<file path="config.mk">
export PLATFORM = sky130hd
export DESIGN_NAME = rx_100101
export DESIGN_NICKNAME = d
export VERILOG_FILES = /design/src/rtl/rx_100101_pkg.sv /design/src/rtl/rx_100101_sat_cnt.sv /design/src/rtl/rx_100101.sv
export SDC_FILE = /design/constraint.sdc
export NUM_CORES = 1
export LEC_CHECK = 0
export CORE_AREA = 2 2 56 58
export CTS_BUF_LIST = sky130_fd_sc_hd__clkbuf_8
export CTS_CLUSTER_DIAMETER = 40
export DETAILED_ROUTE_END_ITERATION = 16
export DIE_AREA = 0 0 58 60
export HOLD_SLACK_MARGIN = 0.05
export PLACE_DENSITY = 0.9
export SLEW_MARGIN = 20
export SYNTH_ARGS = -nofsm -noshare
export SYNTH_HDL_FRONTEND = slang
export SYNTH_SLANG_ARGS = --single-unit
</file>
<file path="constraint.sdc">
create_clock -name clk -period 2.4 [get_ports clk]
set_input_delay 0.48 -clock clk [delete_from_list [all_inputs] [get_ports clk]]
set_output_delay 0.48 -clock clk [all_outputs]
set_load 0.05 [all_outputs]
</file>
<file path="src/rtl/rx_100101_pkg.sv">
// -----------------------------------------------------------------------------
// rx_100101_pkg
// Shared definitions for the 100101 mirrored-frame receiver and the matching
// pattern generator benches.
//   WORD_W          : width of the recovered data word
//   FRAME_LEN       : serial frame length (forward half + mirrored half)
//   IDX_W           : width of the in-frame bit index
//   PATTERN_DEFAULT : word that raises the receiver's hit pulse by default
//   state_e         : receiver FSM states
//   mirror_ref()    : forward-register bit expected at a given reverse index
// -----------------------------------------------------------------------------
package rx_100101_pkg;

  localparam int WORD_W    = 6;
  localparam int FRAME_LEN = 12;
  localparam int IDX_W     = 4;

  localparam logic [WORD_W-1:0] PATTERN_DEFAULT = 6'b100101;

  // Last forward index (w[0]) and last frame index (w[5] of the mirror).
  localparam logic [IDX_W-1:0] IDX_LAST_FWD = IDX_W'(WORD_W - 1);
  localparam logic [IDX_W-1:0] IDX_LAST     = IDX_W'(FRAME_LEN - 1);

  typedef enum logic [1:0] {
    IDLE = 2'd0,
    FWD  = 2'd1,
    REV  = 2'd2
  } state_e;

  // The mirrored half carries w[0] first, so reverse index i compares
  // against forward bit (i - 6). Out-of-range indices return 0.
  function automatic logic mirror_ref(input logic [WORD_W-1:0] fwd,
                                      input logic [IDX_W-1:0]  idx);
    logic bit_s;
    case (idx)
      4'd6:    bit_s = fwd[0];
      4'd7:    bit_s = fwd[1];
      4'd8:    bit_s = fwd[2];
      4'd9:    bit_s = fwd[3];
      4'd10:   bit_s = fwd[4];
      4'd11:   bit_s = fwd[5];
      default: bit_s = 1'b0;
    endcase
    return bit_s;
  endfunction

endpackage

</file>
<file path="src/rtl/rx_100101_sat_cnt.sv">
// -----------------------------------------------------------------------------
// sat_cnt
// Parameterised saturating up-counter. Counts inc pulses and sticks at
// all-ones instead of wrapping.
//   clk : rising-edge clock
//   clr : asynchronous active-high reset, clears the count
//   inc : count enable, one step per cycle it is high
//   q   : registered count value
// -----------------------------------------------------------------------------
module sat_cnt
  import rx_100101_pkg::*;
#(
  parameter int W = 8
) (
  input  logic         clk,
  input  logic         clr,
  input  logic         inc,
  output logic [W-1:0] q
);

  localparam logic [W-1:0] CNT_MAX = {W{1'b1}};

  logic [W-1:0] cnt_q;
  logic [W-1:0] cnt_d;

  // Next count: step on inc unless already saturated.
  always_comb begin
    cnt_d = cnt_q;
    if (inc && (cnt_q != CNT_MAX)) begin
      cnt_d = cnt_q + W'(1);
    end else begin
      cnt_d = cnt_q;
    end
  end

  // Count register.
  always_ff @(posedge clk or posedge clr) begin
    if (clr) begin
      cnt_q <= '0;
    end else begin
      cnt_q <= cnt_d;
    end
  end

  assign q = cnt_q;

endmodule

</file>
<file path="src/rtl/rx_100101.sv">
// -----------------------------------------------------------------------------
// rx_100101
// Serial receiver/checker for the 12-bit mirrored frame
//   w[5] w[4] w[3] w[2] w[1] w[0] w[0] w[1] w[2] w[3] w[4] w[5]
// Locks on start, deserialises the forward half MSB-first, checks that the
// second half mirrors it, and reports the recovered word once per frame.
// Frames repeat back-to-back without a new start.
//   PATTERN : word that raises hit
//   CNT_W   : width of hit_cnt
//   clk     : rising-edge clock
//   clr     : asynchronous active-high reset
//   start   : alignment strobe, high in the cycle din carries w[5]
//   din     : serial data
//   word    : last recovered word (holds between frames)
//   valid   : one-cycle pulse per completed frame
//   err     : mirror mismatch of the last completed frame (holds)
//   hit     : one-cycle pulse with valid for an error-free PATTERN frame
//   hit_cnt : saturating count of hit pulses
// -----------------------------------------------------------------------------
module rx_100101
  import rx_100101_pkg::*;
#(
  parameter logic [WORD_W-1:0] PATTERN = PATTERN_DEFAULT,
  parameter int                CNT_W   = 8
) (
  input  logic              clk,
  input  logic              clr,
  input  logic              start,
  input  logic              din,
  output logic [WORD_W-1:0] word,
  output logic              valid,
  output logic              err,
  output logic              hit,
  output logic [CNT_W-1:0]  hit_cnt
);

  state_e             state_q, state_d;
  logic [IDX_W-1:0]   idx_q,   idx_d;
  logic [WORD_W-1:0]  fwd_q,   fwd_d;
  logic               mm_q,    mm_d;
  logic [WORD_W-1:0]  word_q,  word_d;
  logic               valid_q, valid_d;
  logic               err_q,   err_d;
  logic               hit_q,   hit_d;

  // Mismatch including the current reverse-half compare.
  logic               mm_next_s;
  // Forward register with the current din shifted in as the newest bit.
  logic [WORD_W-1:0]  fwd_shift_s;

  assign fwd_shift_s = {fwd_q[WORD_W-2:0], din};

  // Next-state, datapath and output decode.
  always_comb begin
    state_d   = state_q;
    idx_d     = idx_q;
    fwd_d     = fwd_q;
    mm_d      = mm_q;
    word_d    = word_q;
    valid_d   = 1'b0;
    err_d     = err_q;
    hit_d     = 1'b0;
    mm_next_s = mm_q;

    case (state_q)
      IDLE: begin
        if (start) begin
          // din is w[5] of a fresh frame.
          fwd_d   = fwd_shift_s;
          idx_d   = 4'd1;
          mm_d    = 1'b0;
          state_d = FWD;
        end else begin
          state_d = IDLE;
        end
      end

      FWD: begin
        if (start) begin
          // Resync: drop whatever was collected and restart at w[5].
          fwd_d   = fwd_shift_s;
          idx_d   = 4'd1;
          mm_d    = 1'b0;
          state_d = FWD;
        end else if (idx_q == IDX_LAST_FWD) begin
          fwd_d   = fwd_shift_s;
          idx_d   = idx_q + 4'd1;
          state_d = REV;
        end else begin
          fwd_d   = fwd_shift_s;
          idx_d   = idx_q + 4'd1;
          state_d = FWD;
        end
      end

      REV: begin
        mm_next_s = mm_q | (din ^ mirror_ref(fwd_q, idx_q));
        if (idx_q == IDX_LAST) begin
          // Frame completes even if start arrives on this same edge.
          word_d  = fwd_q;
          valid_d = 1'b1;
          err_d   = mm_next_s;
          hit_d   = (!mm_next_s) && (fwd_q == PATTERN);
          mm_d    = 1'b0;
          state_d = FWD;
          if (start) begin
            // The current din doubles as w[5] of the next frame.
            fwd_d = fwd_shift_s;
            idx_d = 4'd1;
          end else begin
            idx_d = 4'd0;
          end
        end else if (start) begin
          fwd_d   = fwd_shift_s;
          idx_d   = 4'd1;
          mm_d    = 1'b0;
          state_d = FWD;
        end else begin
          mm_d    = mm_next_s;
          idx_d   = idx_q + 4'd1;
          state_d = REV;
        end
      end

      default: begin
        // Unreachable encoding: fall back to a clean idle.
        state_d = IDLE;
        idx_d   = 4'd0;
        mm_d    = 1'b0;
      end
    endcase
  end

  // State, datapath and output registers.
  always_ff @(posedge clk or posedge clr) begin
    if (clr) begin
      state_q <= IDLE;
      idx_q   <= 4'd0;
      fwd_q   <= 6'd0;
      mm_q    <= 1'b0;
      word_q  <= 6'd0;
      valid_q <= 1'b0;
      err_q   <= 1'b0;
      hit_q   <= 1'b0;
    end else begin
      state_q <= state_d;
      idx_q   <= idx_d;
      fwd_q   <= fwd_d;
      mm_q    <= mm_d;
      word_q  <= word_d;
      valid_q <= valid_d;
      err_q   <= err_d;
      hit_q   <= hit_d;
    end
  end

  // Counter steps on the same edge that raises hit, so hit_cnt already
  // includes the current frame while hit is high.
  sat_cnt #(
    .W (CNT_W)
  ) u_hit_cnt (
    .clk (clk),
    .clr (clr),
    .inc (hit_d),
    .q   (hit_cnt)
  );

  assign word  = word_q;
  assign valid = valid_q;
  assign err   = err_q;
  assign hit   = hit_q;

endmodule

</file>
==> flow_summary_export.csv, run 1 <==
group,metric,value,unit
status,status,"finished clean",
setup_path,worstSetupStartpointType,"register",
sta,rsz0062_at_grt,"false",
synth,ys_seq_area_share,48.5,%
layout,multiInputGateArea,739,sq um
clock_network,clkLatencyLatePin,0.28,ns
sta,fmax,0.436,GHz
clock_network,cts_resized,0,
routing,totalWireLength,3050,um
global_route,antenna_found_initial,0,
clock_network,path_clk_slew,0.06,ns
global_route,grt_pass1_wl,5200,um
setup_path,cp.arrival,2.45,ns
global_route,grt_pass1_vias,1123,
place,place_inst,188,
layout,drive_gt1_share,20.9,%
place,port_buffers,20,
synth,synth_area,1550,sq um
setup_path,cp_data_required_time,2.56,ns
clock_network,h-tree-depth,2,
synth,ys_ff_latch,30,
synth,ys_types,41,
die,pin_count,21,
clock_network,clockRootBuffer,"clkbuf_8",
sta,slew_headroom,66.3,%
routing,vias,1134,
global_route,overflow,0,
layout,regArea,751,sq um
routing,vias_per_cell,5.79,
sta,hold_viol,0,
run,drv_cap,0,
die,start_util,53.4,%
pwr,ir_worst_vdd,0.699,mV
clock_network,cts_hold_buffers,0,
clock_network,postCtsSetupBuffers,0,
global_route,grt_max_degree,31,
die,placementRows,20,
place,hpwl,2180,um
layout,syn_to_final_growth,20.6,%
pwr,power_density,868,nW/um^2
layout,antenna_cells,0,
clock_network,cts_tree,"built",
die,core_area,2900,sq um
routing,ant_nets,0,
sta,finClkSkew,0.00741,ns
setup_path,path_class,"register to register",
routing,dr.pass1.iters,4,
sta,tightest_slew,0.501,ns
sta,fin_setup_tns,0,ns
synth,async_reset_ff_share,100,%
routing,drc,0,
sta,fin_crit_sh,95.6,%
sta,setup_viol_count_final,0,
pwr,power.leakage,0.819,nW
routing,drt_first_iter_violations,47,
setup_path,crit_path_end_kind,"register",
layout,final_cell_mix,"30 x dfrtp_1, 20 x clkdlybuf4s50_1, 12 x mux2_2, 12 x nand2_1, 10 x a21oi_1",
die,die_area,3480,sq um
clock_network,cts_made_buffers,5,
die,dieWidth,58,um
layout,final_nets,171,
sta,timing.final.crit_period,2.29,ns
layout,n_fill_cell,245,
layout,final_cell_count_no_fill,196,
synth,synthCells,138,
hold_path,min_path_type,"register to register",
setup_path,worstPathMaxFanout,6,
clock_network,clockBufferDepth,2,
layout,post-route-util,64.4,%
global_route,grt_util_all_layers,20.0,%
synth,synth_edf_count,0,
sta,slew_viol_final,0,
synth,ys_warn_count,0,
synth,ys_dominant_reg_cell,"dfrtp_1",
die,fp.dieH,60,um
clock_network,clock_sinks,30,
layout,layout_commonest_cell,"dfrtp_1",
synth,syn_area_per_cell,11.2,sq um
routing,wl_per_cell,15.6,um
synth,syn-num-nets,147,
place,place_congestion,0.823,
[sequential cells by signal (all words and copies together) (netlist names)]
name         count
fwd_q            6
word             6
state_q          2
valid            1
idx_q            4
err              1
u_hit_cnt.q      8
hit              1
mm_q             1
[worst paths after layout]
check	startpoint	end	slack, ns	cells past startpoint
hold reg to reg	u_hit_cnt.q[5]$_DFFE_PP0P_	u_hit_cnt.q[5]$_DFFE_PP0P_	0.50	1
hold / removal	u_hit_cnt.q[5]$_DFFE_PP0P_	u_hit_cnt.q[5]$_DFFE_PP0P_	0.50	1
min in group asynchronous	clr	u_hit_cnt.q[6]$_DFFE_PP0P_	0.57	3
max in group asynchronous	clr	u_hit_cnt.q[1]$_DFFE_PP0P_	1.55	3
setup / recovery	idx_q[0]$_DFFE_PP0P_	u_hit_cnt.q[1]$_DFFE_PP0P_	0.11	8
setup reg to reg	idx_q[0]$_DFFE_PP0P_	u_hit_cnt.q[1]$_DFFE_PP0P_	0.11	8
[metrics by stage]
stage                     setup WS (ns)  hold WS, ns  area [sq um]  power (mW)
after floorplan                   0.228        0.530          1550        1.09
after global placement           0.0853        0.489          1770        1.15
after detailed placement         0.0256        0.495          1770        1.19
after CTS                        0.0892        0.504          1860        1.60
after global routing           0.000762        0.508          1870        1.72
final                             0.106        0.501          1870        1.62
[per-layer routing]
layer | routed length (um) | global-route usage (%)
met4 | 19 | 8.64
met2 | 1610 | 33.3
met5 | 0 | 0
met3 | 166 | 6.93
met1 | 1260 | 23.6
[synth_stat cells, types with 3 or more instances]
cell | instances | area (sq um)
mux2i_1 | 3 | 30.0
mux2_2 | 12 | 135
ha_1 | 5 | 62.6
nor2_1 | 9 | 33.8
nand2_1 | 12 | 45.0
inv_1 | 6 | 22.5
a21oi_1 | 10 | 50.1
xnor2_1 | 5 | 43.8
nand3_1 | 5 | 25.0
nor4bb_1 | 3 | 30.0
buf_2 | 3 | 15.0
nor3_1 | 3 | 15.0
dfrtp_1 | 30 | 751
[worst max-delay path: stages (launching register included)]
cell	delay, ns
dfrtp_1	0.46
inv_1	0.10
ha_1	0.22
a22o_1	0.19
or4_1	0.41
and3_4	0.20
a21oi_2	0.14
and2b_4	0.18
mux2_4	0.29
[power breakdown]
group          internal [mW]  total [mW]  switching [mW]
combinational          0.237       0.478           0.242
clock                  0.226       0.403           0.177
sequential             0.593       0.739           0.146
total                   1.06        1.62           0.564
[final cells by class]
class / instances / share of cell area, %
sequential: 30 / 40.2
multi-input combinational: 96 / 39.6
timing repair buffer: 23 / 11.9
clock buffer: 6 / 4.42
tap: 33 / 2.21
inverter: 6 / 1.21
clock inverter: 2 / 0.469
[kinds of logic after synthesis]
| group | count (synthesis) | share of synthesized area [%] |
|---|---|---|
| adders and majority gates | 5 | 4.04 |
| xor gates and xnor gates | 7 | 3.96 |
| AOI/OAI and AO/OA | 22 | 9.21 |
| DFF | 30 | 48.5 |
| and+or+nand+nor | 46 | 18.3 |
| buffers and inverters | 12 | 4.36 |
| muxes | 16 | 11.6 |
Note: power is estimated with default switching activity, not from simulation.
==> run 2: changes to the inputs <==
- CTS_CLUSTER_DIAMETER: 40 -> 60
==> results of run 2 <==
Final layout, timing and power as in run 1 (identical DEF).
==> run 3: changes to the inputs <==
- GPL_ROUTABILITY_DRIVEN: unset -> 0
- MAX_ROUTING_LAYER: unset -> met4
- RECOVER_POWER: unset -> 100
==> run 3 against run 2 <==
Compared with the run above: total power decreased by 0.13%; critical endpoint unchanged; sequential power about the same; register-to-register slack about the same; clock-buffer cell count unchanged; sequential share of layout area increased by 0.13 points; global-route usage increased by 0.60 points; routed wire length decreased by 0.46%.
==> flow_summary_export.csv, run 3 (synthesis gave the netlist of run 1 again) <==
group,metric,value,unit
sta,setup_viol_count_final,0,
global_route,grt_pass1_vias,1124,
clock_network,cts_hold_buffers,0,
layout,syn_to_final_growth,20.2,%
layout,antenna_cells,0,
layout,drive_gt1_share,20.2,%
die,placementRows,20,
layout,n_fill_cell,246,
routing,dr.pass1.iters,5,
setup_path,path_class,"register to register",
sta,slew_headroom,52.1,%
die,dieWidth,58,um
hold_path,whs_path_depth,1,
clock_network,h-tree-depth,2,
run,drv_cap,0,
die,die_area,3480,sq um
pwr,power.leakage,0.815,nW
die,start_util,53.4,%
clock_network,clockBufferDepth,2,
setup_path,cp_data_required_time,2.56,ns
global_route,grt_max_degree,31,
routing,vias_per_cell,5.80,
sta,fin_setup_tns,0,ns
hold_path,min_path_type,"register to register",
routing,wl_per_cell,15.5,um
clock_network,cts_made_buffers,5,
global_route,overflow,0,
layout,largest_register_ffs,8,
place,port_buffers,20,
sta,timing.final.crit_period,2.29,ns
clock_network,path_clk_slew,0.06,ns
clock_network,clockRootBuffer,"clkbuf_8",
pwr,power_density,869,nW/um^2
setup_path,r2r_cells,8,
layout,final_cell_mix,"30 x dfrtp_1, 19 x clkdlybuf4s50_1, 12 x mux2_2, 12 x nand2_1, 10 x a21oi_1",
place,dpl_cell_area,1770,sq um
layout,finalInstanceArea,1860,sq um
routing,vias,1136,
sta,hold_viol,0,
clock_network,clkLatencyLatePin,0.27,ns
sta,fmax,0.437,GHz
clock_network,cts_resized,0,
setup_path,worstSetupStartpointType,"register",
global_route,antenna_found_initial,0,
sta,layout_setup_ws,0.114,ns
clock_network,cts_tree,"built",
status,status,"finished clean",
global_route,grt_pass1_wl,5200,um
setup_path,crit_path_end_kind,"register",
sta,rsz0062_at_grt,"false",
global_route,grt_util_all_layers,20.6,%
die,pin_count,21,
place,hpwl,2180,um
clock_network,postCtsSetupBuffers,0,
routing,drc,0,
pwr,ir_worst_vdd,0.697,mV
layout,layout_commonest_cell,"dfrtp_1",
layout,final_nets,171,
sta,fin_crit_sh,95.3,%
die,core_area,2900,sq um
setup_path,worstPathMaxFanout,6,
sta,slew_viol_final,0,
routing,drt_first_iter_violations,54,
setup_path,cp.arrival,2.44,ns
die,fp.dieH,60,um
pwr,finalPower,1.62,mW
sta,tightest_slew,0.718,ns
routing,ant_nets,0,
routing,totalWireLength,3040,um
clock_network,clock_sinks,30,
place,post-place-ws,0.0256,ns
sta,finClkSkew,0.00554,ns
==> run 3: area by class of cell <==
cell class              count  area (sq um)  area share (%)
well taps                  33          41.3            2.22
repair buffers             23           216            11.6
clock buffers               6          82.6            4.44
flip-flops and latches     30           751            40.3
multi-input cells          96           739            39.7
clock inverters             2          8.76           0.470
inverters                   6          22.5            1.21
==> run 3: metrics by stage <==
step	std cells	utilization (%)	hold slack, ns
global placement	188	60.9	0.489
detailed placement	188	60.9	0.495
floorplan	138	-	0.530
CTS	196	64.1	0.504
global route	196	64.1	0.508
finish	196	64.1	0.501
==> run 3: per-layer routing <==
layer	share of wire [%]	vias up	track usage (%)
met2	54	33	33.3
met4	0.63	0	8.64
met5	0	-	-
met1	41	564	23.6
li1	-	537	-
met3	4.5	2	6.93
==> run 3: final timing paths <==
check                                           start                         end  slack (ns)
max                              idx_q[0]$_DFFE_PP0P_  u_hit_cnt.q[1]$_DFFE_PP0P_        0.11
min                        u_hit_cnt.q[5]$_DFFE_PP0P_  u_hit_cnt.q[5]$_DFFE_PP0P_        0.50
max reg2reg                      idx_q[0]$_DFFE_PP0P_  u_hit_cnt.q[1]$_DFFE_PP0P_        0.11
min reg2reg                u_hit_cnt.q[5]$_DFFE_PP0P_  u_hit_cnt.q[5]$_DFFE_PP0P_        0.50
max in group asynchronous                         clr         word[3]$_DFFE_PP0P_        1.10
min in group asynchronous                         clr  u_hit_cnt.q[6]$_DFFE_PP0P_        0.84
==> run 3: power breakdown <==
group | switching, mW | internal, mW | leakage [nW]
clock network | 0.177 | 0.226 | 0.0524
registers | 0.145 | 0.593 | 0.388
logic | 0.242 | 0.235 | 0.375
==> run 3: critical path: stages, from the launching register on <==
cell and delay (ns):
dfrtp_1 0.45, inv_1 0.10, ha_1 0.22, a22o_1 0.19, or4_1 0.41, and3_4 0.20, a21oi_2 0.14, and2b_4 0.18
mux2_4 0.29
